### config.mk
export PLATFORM = sky130hd
export DESIGN_NAME = stage_sequencer_flat
export DESIGN_NICKNAME = d
export VERILOG_FILES = /design/src/rtl/stage_sequencer_pkg.sv /design/src/rtl/stage_sequencer_if.sv /design/src/rtl/stage_sequencer_fault_enc.sv /design/src/rtl/stage_sequencer.sv /design/src/flat_wrapper.sv
export SDC_FILE = /design/constraint.sdc
export NUM_CORES = 1
export LEC_CHECK = 0
export CAP_MARGIN = 20
export CORE_ASPECT_RATIO = 1.25
export CORE_MARGIN = 2
export CORE_UTILIZATION = 44
export DETAILED_ROUTE_END_ITERATION = 12
export PLACE_DENSITY = 0.87
export SYNTH_ARGS = -nofsm -noshare
export SYNTH_HDL_FRONTEND = slang
export SYNTH_SLANG_ARGS = --single-unit
### constraint.sdc
create_clock -name clk -period 1.4 [get_ports clk]
set_input_delay 0.42 -clock clk [delete_from_list [all_inputs] [get_ports clk]]
set_output_delay 0.42 -clock clk [all_outputs]
set_load 0.01 [all_outputs]
### src/rtl/stage_sequencer_pkg.sv
`default_nettype none
// +----------------------------------------------------------------------------+
// | seq_pkg : stage indices, control_op encoding and fault codes               |
// | Revision: 1.0                                                              |
// +----------------------------------------------------------------------------+
package seq_pkg;

   localparam int STAGE_CONTROL    = 0;
   localparam int STAGE_FETCH      = 1;
   localparam int STAGE_DECODE     = 2;
   localparam int STAGE_READ       = 3;
   localparam int STAGE_EXECUTE    = 4;
   localparam int STAGE_MEMORY     = 5;
   localparam int STAGE_WRITE_BACK = 6;
   localparam int STAGE_UPDATE_PC  = 7;

   typedef enum logic [1:0] {
      CTRL_TRAP    = 2'b00,
      CTRL_EXT_INT = 2'b01,
      CTRL_SW_INT  = 2'b10,
      CTRL_NORMAL  = 2'b11
   } control_op_e;

   localparam logic [2:0] FAULT_INSTR_MISALIGNED = 3'b000;
   localparam logic [2:0] FAULT_INSTR_ACCESS     = 3'b001;
   localparam logic [2:0] FAULT_ILLEGAL          = 3'b010;
   localparam logic [2:0] FAULT_LOAD_MISALIGNED  = 3'b100;
   localparam logic [2:0] FAULT_LOAD_ACCESS      = 3'b101;
   localparam logic [2:0] FAULT_STORE_MISALIGNED = 3'b110;
   localparam logic [2:0] FAULT_STORE_ACCESS     = 3'b111;

   function automatic control_op_e select_ctrl(input logic trap, input logic ext, input logic sw);
      if (trap) return CTRL_TRAP;
      if (ext)  return CTRL_EXT_INT;
      if (sw)   return CTRL_SW_INT;
      return CTRL_NORMAL;
   endfunction

endpackage
`default_nettype wire

### src/rtl/stage_sequencer_if.sv
`default_nettype none
// +----------------------------------------------------------------------------+
// | stage_sequencer_if : fault/interrupt inputs and stage status outputs       |
// | Revision: 1.0                                                              |
// +----------------------------------------------------------------------------+
interface stage_sequencer_if
   import seq_pkg::*;
#(
   parameter int NUM_STAGES = 8
);
   logic                  stage_ready;
   logic                  illegal_instr_fault;
   logic                  mem_addr_fault;
   logic                  mem_access_fault;
   logic                  mem_fault_is_store;
   logic                  ext_int;
   logic                  sw_int;
   logic                  halt_req;

   logic [NUM_STAGES-1:0] stage_active;
   logic                  stage_first;
   control_op_e           control_op;
   logic [2:0]            fault_num;
   logic                  fault_valid;
   logic                  instr_done;
   logic                  halted;

   modport master (
      output stage_ready, illegal_instr_fault, mem_addr_fault, mem_access_fault,
             mem_fault_is_store, ext_int, sw_int, halt_req,
      input  stage_active, stage_first, control_op, fault_num, fault_valid,
             instr_done, halted
   );

   modport slave (
      input  stage_ready, illegal_instr_fault, mem_addr_fault, mem_access_fault,
             mem_fault_is_store, ext_int, sw_int, halt_req,
      output stage_active, stage_first, control_op, fault_num, fault_valid,
             instr_done, halted
   );
endinterface
`default_nettype wire

### src/rtl/stage_sequencer_fault_enc.sv
`default_nettype none
// +----------------------------------------------------------------------------+
// | seq_fault_enc : priority encoder for illegal / fetch / load-store faults   |
// | Revision: 1.0                                                              |
// +----------------------------------------------------------------------------+
module seq_fault_enc
   import seq_pkg::*;
(
   input  logic       in_control_i,
   input  logic       in_fetch_i,
   input  logic       in_mem_i,
   input  logic       illegal_i,
   input  logic       addr_fault_i,
   input  logic       access_fault_i,
   input  logic       is_store_i,
   output logic       fault_hit_o,
   output logic [2:0] fault_code_o
);
   logic w_mem_any;

   assign w_mem_any = addr_fault_i | access_fault_i;

   always_comb begin
      fault_hit_o  = 1'b0;
      fault_code_o = FAULT_INSTR_MISALIGNED;
      if (illegal_i && !in_control_i) begin
         fault_hit_o  = 1'b1;
         fault_code_o = FAULT_ILLEGAL;
      end else if (in_fetch_i && w_mem_any) begin
         fault_hit_o  = 1'b1;
         fault_code_o = addr_fault_i ? FAULT_INSTR_MISALIGNED : FAULT_INSTR_ACCESS;
      end else if (in_mem_i && w_mem_any) begin
         fault_hit_o = 1'b1;
         if (addr_fault_i)
            fault_code_o = is_store_i ? FAULT_STORE_MISALIGNED : FAULT_LOAD_MISALIGNED;
         else
            fault_code_o = is_store_i ? FAULT_STORE_ACCESS : FAULT_LOAD_ACCESS;
      end
   end
endmodule
`default_nettype wire

### src/rtl/stage_sequencer.sv
`default_nettype none
// +----------------------------------------------------------------------------+
// | stage_sequencer : one-hot multi-cycle stage sequencer with fault redirect  |
// | Revision: 1.0                                                              |
// +----------------------------------------------------------------------------+
module stage_sequencer
   import seq_pkg::*;
#(
   parameter int NUM_STAGES  = 8,
   parameter int FETCH_STAGE = 1,
   parameter int MEM_STAGE   = 5,
   parameter int MIN_DWELL   = 2
) (
   input  logic             clk,
   input  logic             reset_n,
   stage_sequencer_if.slave bus
);
   localparam int                    CNT_W            = (MIN_DWELL > 1) ? $clog2(MIN_DWELL) : 1;
   localparam logic [CNT_W-1:0]      CNT_SAT          = CNT_W'(MIN_DWELL - 1);
   localparam logic [NUM_STAGES-1:0] STAGE_CONTROL_OH = NUM_STAGES'(1) << STAGE_CONTROL;

   logic [NUM_STAGES-1:0] stage_q, stage_d;
   logic [CNT_W-1:0]      cnt_q, cnt_d;
   logic                  stage_first_q, stage_first_d;
   logic                  trap_pending_q, trap_pending_d;
   control_op_e           control_op_q, control_op_d;
   logic [2:0]            fault_num_q, fault_num_d;
   logic                  fault_valid_q, fault_valid_d;
   logic                  instr_done_q, instr_done_d;
   logic                  halted_q, halted_d;

   logic                  in_control, in_fetch, in_mem, in_last;
   logic                  cnt_sat, halt_hold, done;
   logic                  fault_hit;
   logic [2:0]            fault_code;

   assign in_control = stage_q[STAGE_CONTROL];
   assign in_fetch   = stage_q[FETCH_STAGE];
   assign in_mem     = stage_q[MEM_STAGE];
   assign in_last    = stage_q[NUM_STAGES-1];
   assign cnt_sat    = (cnt_q == CNT_SAT);
   assign halt_hold  = in_control & bus.halt_req;
   assign done       = cnt_sat & bus.stage_ready & ~halt_hold;

   seq_fault_enc u_fault_enc (
      .in_control_i   (in_control),
      .in_fetch_i     (in_fetch),
      .in_mem_i       (in_mem),
      .illegal_i      (bus.illegal_instr_fault),
      .addr_fault_i   (bus.mem_addr_fault),
      .access_fault_i (bus.mem_access_fault),
      .is_store_i     (bus.mem_fault_is_store),
      .fault_hit_o    (fault_hit),
      .fault_code_o   (fault_code)
   );

   always_comb begin
      stage_d        = stage_q;
      cnt_d          = cnt_sat ? cnt_q : cnt_q + CNT_W'(1);
      stage_first_d  = 1'b0;
      trap_pending_d = trap_pending_q;
      control_op_d   = control_op_q;
      fault_num_d    = fault_num_q;
      fault_valid_d  = 1'b0;
      instr_done_d   = 1'b0;
      halted_d       = cnt_sat & halt_hold;

      // Parked in CONTROL: keep control_op tracking the live interrupt lines.
      if (halted_d)
         control_op_d = select_ctrl(trap_pending_q, bus.ext_int, bus.sw_int);

      if (done) begin
         cnt_d         = '0;
         stage_first_d = 1'b1;
         if (fault_hit) begin
            stage_d        = STAGE_CONTROL_OH;
            fault_num_d    = fault_code;
            fault_valid_d  = 1'b1;
            trap_pending_d = 1'b1;
            control_op_d   = select_ctrl(1'b1, bus.ext_int, bus.sw_int);
         end else begin
            stage_d = {stage_q[NUM_STAGES-2:0], stage_q[NUM_STAGES-1]};
            if (in_control)
               trap_pending_d = 1'b0;
            if (in_last) begin
               instr_done_d = 1'b1;
               control_op_d = select_ctrl(trap_pending_q, bus.ext_int, bus.sw_int);
            end
         end
      end
   end

   always_ff @(posedge clk or negedge reset_n) begin
      if (!reset_n) begin
         stage_q        <= STAGE_CONTROL_OH;
         cnt_q          <= '0;
         stage_first_q  <= 1'b1;
         trap_pending_q <= 1'b0;
         control_op_q   <= CTRL_NORMAL;
         fault_num_q    <= 3'b000;
         fault_valid_q  <= 1'b0;
         instr_done_q   <= 1'b0;
         halted_q       <= 1'b0;
      end else begin
         stage_q        <= stage_d;
         cnt_q          <= cnt_d;
         stage_first_q  <= stage_first_d;
         trap_pending_q <= trap_pending_d;
         control_op_q   <= control_op_d;
         fault_num_q    <= fault_num_d;
         fault_valid_q  <= fault_valid_d;
         instr_done_q   <= instr_done_d;
         halted_q       <= halted_d;
      end
   end

   assign bus.stage_active = stage_q;
   assign bus.stage_first  = stage_first_q;
   assign bus.control_op   = control_op_q;
   assign bus.fault_num    = fault_num_q;
   assign bus.fault_valid  = fault_valid_q;
   assign bus.instr_done   = instr_done_q;
   // Dropping halt_req releases the halt flag in the same cycle.
   assign bus.halted       = halted_q & bus.halt_req;

endmodule
`default_nettype wire
### src/flat_wrapper.sv
// flat-port wrapper written by rule: the top's interface ports become plain ports
module stage_sequencer_flat import seq_pkg::*;
#(
   parameter int NUM_STAGES  = 8,
   parameter int FETCH_STAGE = 1,
   parameter int MEM_STAGE   = 5,
   parameter int MIN_DWELL   = 2
)
  (clk, reset_n, bus_stage_ready, bus_illegal_instr_fault, bus_mem_addr_fault, bus_mem_access_fault, bus_mem_fault_is_store, bus_ext_int, bus_sw_int, bus_halt_req, bus_stage_active, bus_stage_first, bus_control_op, bus_fault_num, bus_fault_valid, bus_instr_done, bus_halted);
  stage_sequencer_if #(.NUM_STAGES(NUM_STAGES)) bus_i ();
  input  logic clk;
  input  logic reset_n;
  input wire logic [$bits(bus_i.stage_ready)-1:0] bus_stage_ready;
  input wire logic [$bits(bus_i.illegal_instr_fault)-1:0] bus_illegal_instr_fault;
  input wire logic [$bits(bus_i.mem_addr_fault)-1:0] bus_mem_addr_fault;
  input wire logic [$bits(bus_i.mem_access_fault)-1:0] bus_mem_access_fault;
  input wire logic [$bits(bus_i.mem_fault_is_store)-1:0] bus_mem_fault_is_store;
  input wire logic [$bits(bus_i.ext_int)-1:0] bus_ext_int;
  input wire logic [$bits(bus_i.sw_int)-1:0] bus_sw_int;
  input wire logic [$bits(bus_i.halt_req)-1:0] bus_halt_req;
  output wire logic [$bits(bus_i.stage_active)-1:0] bus_stage_active;
  output wire logic [$bits(bus_i.stage_first)-1:0] bus_stage_first;
  output wire logic [$bits(bus_i.control_op)-1:0] bus_control_op;
  output wire logic [$bits(bus_i.fault_num)-1:0] bus_fault_num;
  output wire logic [$bits(bus_i.fault_valid)-1:0] bus_fault_valid;
  output wire logic [$bits(bus_i.instr_done)-1:0] bus_instr_done;
  output wire logic [$bits(bus_i.halted)-1:0] bus_halted;
  assign bus_i.stage_ready = bus_stage_ready;
  assign bus_i.illegal_instr_fault = bus_illegal_instr_fault;
  assign bus_i.mem_addr_fault = bus_mem_addr_fault;
  assign bus_i.mem_access_fault = bus_mem_access_fault;
  assign bus_i.mem_fault_is_store = bus_mem_fault_is_store;
  assign bus_i.ext_int = bus_ext_int;
  assign bus_i.sw_int = bus_sw_int;
  assign bus_i.halt_req = bus_halt_req;
  assign bus_stage_active = bus_i.stage_active;
  assign bus_stage_first = bus_i.stage_first;
  assign bus_control_op = bus_i.control_op;
  assign bus_fault_num = bus_i.fault_num;
  assign bus_fault_valid = bus_i.fault_valid;
  assign bus_instr_done = bus_i.instr_done;
  assign bus_halted = bus_i.halted;
  stage_sequencer #(.NUM_STAGES(NUM_STAGES), .FETCH_STAGE(FETCH_STAGE), .MEM_STAGE(MEM_STAGE), .MIN_DWELL(MIN_DWELL)) u_core (.clk(clk), .reset_n(reset_n), .bus(bus_i));
endmodule
# Word level (Yosys, flattened, before mapping)
# Cells that the tools add are included.
[word_totals]
ff_bits = 19
input_bits = 10
out_inout_bits = 17
elab_cells = 93
[classes]
add_sub_neg = 1
muxes = 69
bitwise_logic = 7
n_reduce_logical = 7
[ops]
columns = ["operator", "count"]
rows = [
  ["$mux 1", 45],
  ["$mux 2", 20],
  ["$mux 3", 3],
  ["$mux 8", 1],
  ["$and 1x1->1", 5],
  ["$reduce_and 2->1", 2],
  ["$logic_and 1x1->1", 3],
  ["$reduce_bool 2->1", 1],
  ["$add 1x1->1 const B", 1],
  ["$logic_not 1->1", 1],
  ["$not 1->1", 1],
  ["$or 1x1->1", 1],
]

# Longest topological paths before layout
# Gate-level depths: netlist of run 1.
[depth]
word_depth = 22
depth_mapped = 6
depth_no_buf = 5

# Hierarchy
# A second synthesis of run 1 with hierarchy kept.
[hier_totals]
cells_unflattened = 72
area_unflattened_um2 = 892.1
[by_module_without_submodules]
columns = ["module", "instances", "cells_each", "area_each_um2", "seq_area_each_um2"]
rows = [
  ["stage_sequencer", 1, 62, 814.5, 480.5],
  ["seq_fault_enc", 1, 10, 77.6, 0.0],
]

# Least setup slack after synthesis of run 1
# OpenSTA, ideal clock, no wires.
[synth_timing]
path_type = "reg-to-reg"
startpoint = "register u_core.stage_q[0], in the netlist u_core.bus.stage_active[0]"
endpoint = "register u_core.fault_num_q[1], in the netlist u_core.bus.fault_num[1]"
setup_time_ps = 121
t_arrival_ps = 1195
t_required_ps = 1279
setup_slack_ps = 83
path_stages_with_launch = 6
path_buffers = 1
period_less_slack_ps = 1317
cell_sequence = "dfstp_2 nor2b_2 and2b_4 buf_6 nor2_4 o22a_1"
[synth_via]
elab_chain_len = 4
elab_cells_between_ends = 8
cone_classes = "mux (2); bitwise (3); reduce/logical (3)"
[synth_lines]
columns = ["element", "line", "text"]
rows = [
  ["from (decl)", "stage_sequencer.sv:22", "logic [NUM_STAGES-1:0] stage_q, stage_d;"],
  ["from (signal assigned)", "stage_sequencer.sv:105", "stage_q <= stage_d;"],
  ["$and 1x1->1 / $logic_not 1->1 (equally long branches)", "stage_sequencer.sv:42, stage_sequencer_fault_enc.sv:26", ""],
  ["$not 1->1 / $logic_and 1x1->1 (equally long branches)", "stage_sequencer.sv:43, stage_sequencer_fault_enc.sv:26", ""],
  ["$and 1x1->1 / $mux 1 (equally long branches)", "stage_sequencer.sv:43, stage_sequencer_fault_enc.sv:26", ""],
  ["$reduce_and 2->1 (no line)", "--", ""],
  ["to (signal assigned)", "stage_sequencer.sv:110", "fault_num_q <= fault_num_d;"],
  ["to (decl)", "stage_sequencer.sv:27", "logic [2:0] fault_num_q, fault_num_d;"],
]
# Parallel ways exist; a longest one is shown, timed or not.
# A chain may end at the register's enable or synchronous reset.

# Worst setup path in the final report of run 1
[layout_timing]
startpoint = "register u_core.stage_q[0], in the netlist u_core.bus.stage_active[0]"
endpoint = "register u_core.stage_q[0], in the netlist u_core.bus.stage_active[0]"
[layout_via]
elab_chain_len = 4
elab_cells_between_ends = 7
cone_classes = "mux (2); bitwise (3); reduce/logical (2)"
[layout_lines]
columns = ["element", "line", "text"]
rows = [
  ["$logic_not 1->1", "stage_sequencer_fault_enc.sv:26", "if (illegal_i && !in_control_i) begin"],
  ["$logic_and 1x1->1", "stage_sequencer_fault_enc.sv:26", ""],
  ["$mux 1", "stage_sequencer_fault_enc.sv:26", ""],
  ["$mux 8", "stage_sequencer.sv:75", "if (fault_hit) begin"],
]
# Parallel ways exist; a longest one is shown, timed or not.

==> results.txt, run 1 <==
Setup-failing EPs final -> 4
Avg Inst Size Synth -> 10.77 um^2
hold buffers post-CTS -> 0
reg2reg path depth -> 6
violated checks -> negative setup slack
CP Max Fanout -> 5
outcome -> complete, but fails checks
nets -> 150
clock power share -> 0.110
post-synthesis adder-cell area fraction -> 0
Critical Path Stages -> 6
largest net degree at the start of global routing -> 20
post-layout util -> 0.8214
WP buf/inv -> 2
Max Freq -> 694.1 MHz
Routed Antenna Nets -> 0
Yosys top cell area share -> 0.4525
# DRC -> 0
global-route usage over all layers -> 0.2485
Critical Path Source Type -> flop
Slew headroom -> 0.7728
Ports -> 27
clock sinks -> 19
top cells by area, synth -> dfrtp_1, dfstp_2, nand2_1
worst hold margin -> 0.4494 ns
Syn Nets -> 87
vias in the first global route -> 860
TNS Setup -> -0.1152 ns
Detail Placement HPWL -> 1385 um
total gr overflow -> 0
Final Cell Area -> 0.001450 mm^2
Fillers -> 104
TritonCTS buffer count -> 3
Final Worst Setup Slack -> -0.04082 ns
Top delay family on crit path -> flip-flops
core area -> 0.001765 mm^2
DP Worst Slack -> -0.5652 ns
Worst-Margin Slew -> 0.3400 ns
H-tree levels -> 1
Root Buffer -> clkbuf_4
Yosys warnings -> 0
mux contribution to synthesized area -> 0
Initial DRC Count -> 20
width of the die -> 42.84 um
post-route clock period utilization -> 1.029
total power -> 2.564 mW
Worst EP required -> 1.64 ns
Slew Viols, Final -> 0
Port-buffer cells -> 26
first-pass GRT wire length -> 4002 um
Clock transition at path regs -> 0.11 ns
worst setup path start -> u_core.bus.stage_active[0]
Die Footprint -> 0.002251 mm^2
Skew-Pair Late Insertion Delay -> 0.30 ns
Async S/R FF share, synth -> 1.000
slowest cell delay on critical path -> 0.55 ns
ant diodes -> 0
type of the worst setup path -> flop to flop
antenna violations before repair -> 0
RSZ-0062 raised after global routing -> true
ys flop type -> dfrtp_1
most frequent cell after synthesis -> nand2_1
Mapped Area -> 829.5 um^2
distinct cell type count after synthesis -> 30
worst-path cell chain -> buf_6, nor2b_2, and2b_4, buf_4, a21oi_2, a21o_1
Syn-to-layout area delta -> 74.81%
Worst R2R Start -> u_core.bus.stage_active[0]
LEAKAGE -> 0.7263 nW
WL/cell -> 16.49 um
Reg power frac -> 0.329
dpl cells -> 132
Peak VDD IR -> 0.001186 V
DRT Pass-1 Iters -> 4
power per cell area -> 1768 mW/mm^2
Synth Instances -> 77
Yosys reg bits -> 19
Crit. End Element -> flop
WP data arrival -> 1.68 ns
compound-gate portion of the synthesized area -> 0.1373
layout cell share with drive strength beyond 1 -> 0.4604
P_sw -> 908.2 uW
Chip Height -> 52.55 um
R2R Path End -> u_core.bus.stage_active[0]
vias per std cell -> 5.278
HP Class -> primary input to asynchronous set/reset pin
Synth top cells by count -> nand2_1, dfrtp_1, nand3_1
CP max stage cell -> dfstp_2
reg2reg setup slack -> -0.04 ns
post-synthesis xor/xnor area fraction -> 0
crit path capture -> u_core.bus.stage_active[0]
row count -> 17
Simple-Gate Fraction of Synth Area -> 0.2172
largest family of logic cells by synthesized area -> simple AND/OR/NAND/NOR gates
Final Wtd Congestion -> 0.8262
Final Skew -> 0.005103 ns
CTS Buffer Depth -> 2
Placed Instance Area -> 0.001190 mm^2
Final Hold Viols -> 0
final worst path period need -> 1.441 ns
post-synthesis sequential area ratio -> 0.5792
Gate power share -> 0.561
TritonCTS clock tree -> yes
Initial Utilization -> 0.4699
sw frac -> 0.3542
MaxCap Viol Count -> 0
final wirelength -> 2605 um
detailed-route via count -> 834
Yosys top cell by area -> dfrtp_1
Post-synth EDFFs -> 0
Int Power -> 1.656 mW
final cell count without fillers -> 158
## worst reg2reg max path, cell delays in order (launching register included)
cell and delay, ns:
dfstp_2 0.55, buf_6 0.11, nor2b_2 0.04, and2b_4 0.30, buf_4 0.13, a21oi_2 0.08
a21o_1 0.17
## cells in the final DEF, fill, tap and decap left out, types with 2 or more instances in the layout
cell	Yosys	routed
dfstp_2	4	4
o32ai_2	0	2
nand2_1	16	15
a21oi_2	0	2
nand3_1	7	7
clkdlybuf4s50_1	0	5
clkbuf_4	0	3
o21ai_0	3	2
buf_6	1	7
dlygate4sd2_1	0	5
clkdlybuf4s15_1	0	11
dfrtp_1	15	15
buf_2	2	3
inv_1	2	2
buf_4	3	32
## worst min-delay path by stage
stage | from | end
2_1_floorplan | reset_n | u_core.bus.fault_num[0]
6_report | reset_n | u_core.bus.stage_active[7]
3_3_place_gp | u_core.trap_pending_q | u_core.bus.control_op[1]
5_1_grt | reset_n | u_core.bus.stage_active[7]
3_5_place_dp | u_core.trap_pending_q | u_core.bus.control_op[1]
4_1_cts | reset_n | u_core.bus.stage_active[7]
## power by group through the flow
stage	Clock [mW]	Combinational [mW]	Sequential [mW]
floorplan	0	0.425	0.908
global placement	0	0.922	0.841
detailed placement	0	0.950	0.850
CTS	0.286	1.21	0.820
global route	0.308	1.53	0.863
finish	0.281	1.44	0.843
## area by class of cell
cell class                      instances  area [um^2]  share of cell area
Multi-Input combinational cell         49        352.8              0.2433
Tap cell                               19        23.77             0.01639
Timing Repair Buffer                   64        553.0              0.3814
Sequential cell                        19        480.5              0.3313
Inverter                                3        13.76            0.009491
Clock buffer                            4        26.28             0.01812
## timing repair
item                       4_1_cts  5_1_grt
setup buffers                   16        6
setup endpoints to repair       32       22
pin swaps                        5        5
gates resized for setup         55       13
## registers in the layout, summed over array words and instances (netlist names)
name / flops
u_core.bus.control_op: 2
u_core.bus.fault_num: 3
u_core.bus.fault_valid: 1
u_core.bus.instr_done: 1
u_core.bus.stage_active: 8
u_core.bus.stage_first: 1
u_core.cnt_q: 1
u_core.halted_q: 1
u_core.trap_pending_q: 1
## layer usage
metal | up-vias | track usage | wire (um)
li1 | 387 | - | -
met1 | 409 | 0.2729 | 988
met2 | 31 | 0.4621 | 1455
met3 | 7 | 0.02414 | 96
met4 | 0 | 0.1354 | 65
met5 | - | 0 | 0
## logic make-up after synthesis
family                 Yosys count
flip-flops                      19
AND/OR/NAND/NOR                 34
AO/OA/AOI/OAI                   15
buffers and inverters            9
Note: power is estimated with default switching activity, not from simulation.
==> run 2: changes to the inputs <==
--- a/config.mk
+++ b/config.mk
@@ -11,6 +11,7 @@
 export CORE_UTILIZATION = 44
 export DETAILED_ROUTE_END_ITERATION = 12
 export PLACE_DENSITY = 0.87
+export SLEW_MARGIN = 15
 export SYNTH_ARGS = -nofsm -noshare
 export SYNTH_HDL_FRONTEND = slang
 export SYNTH_SLANG_ARGS = --single-unit
==> results of run 2 <==
No change in the layout: final DEF, timing and power equal those of run 1.
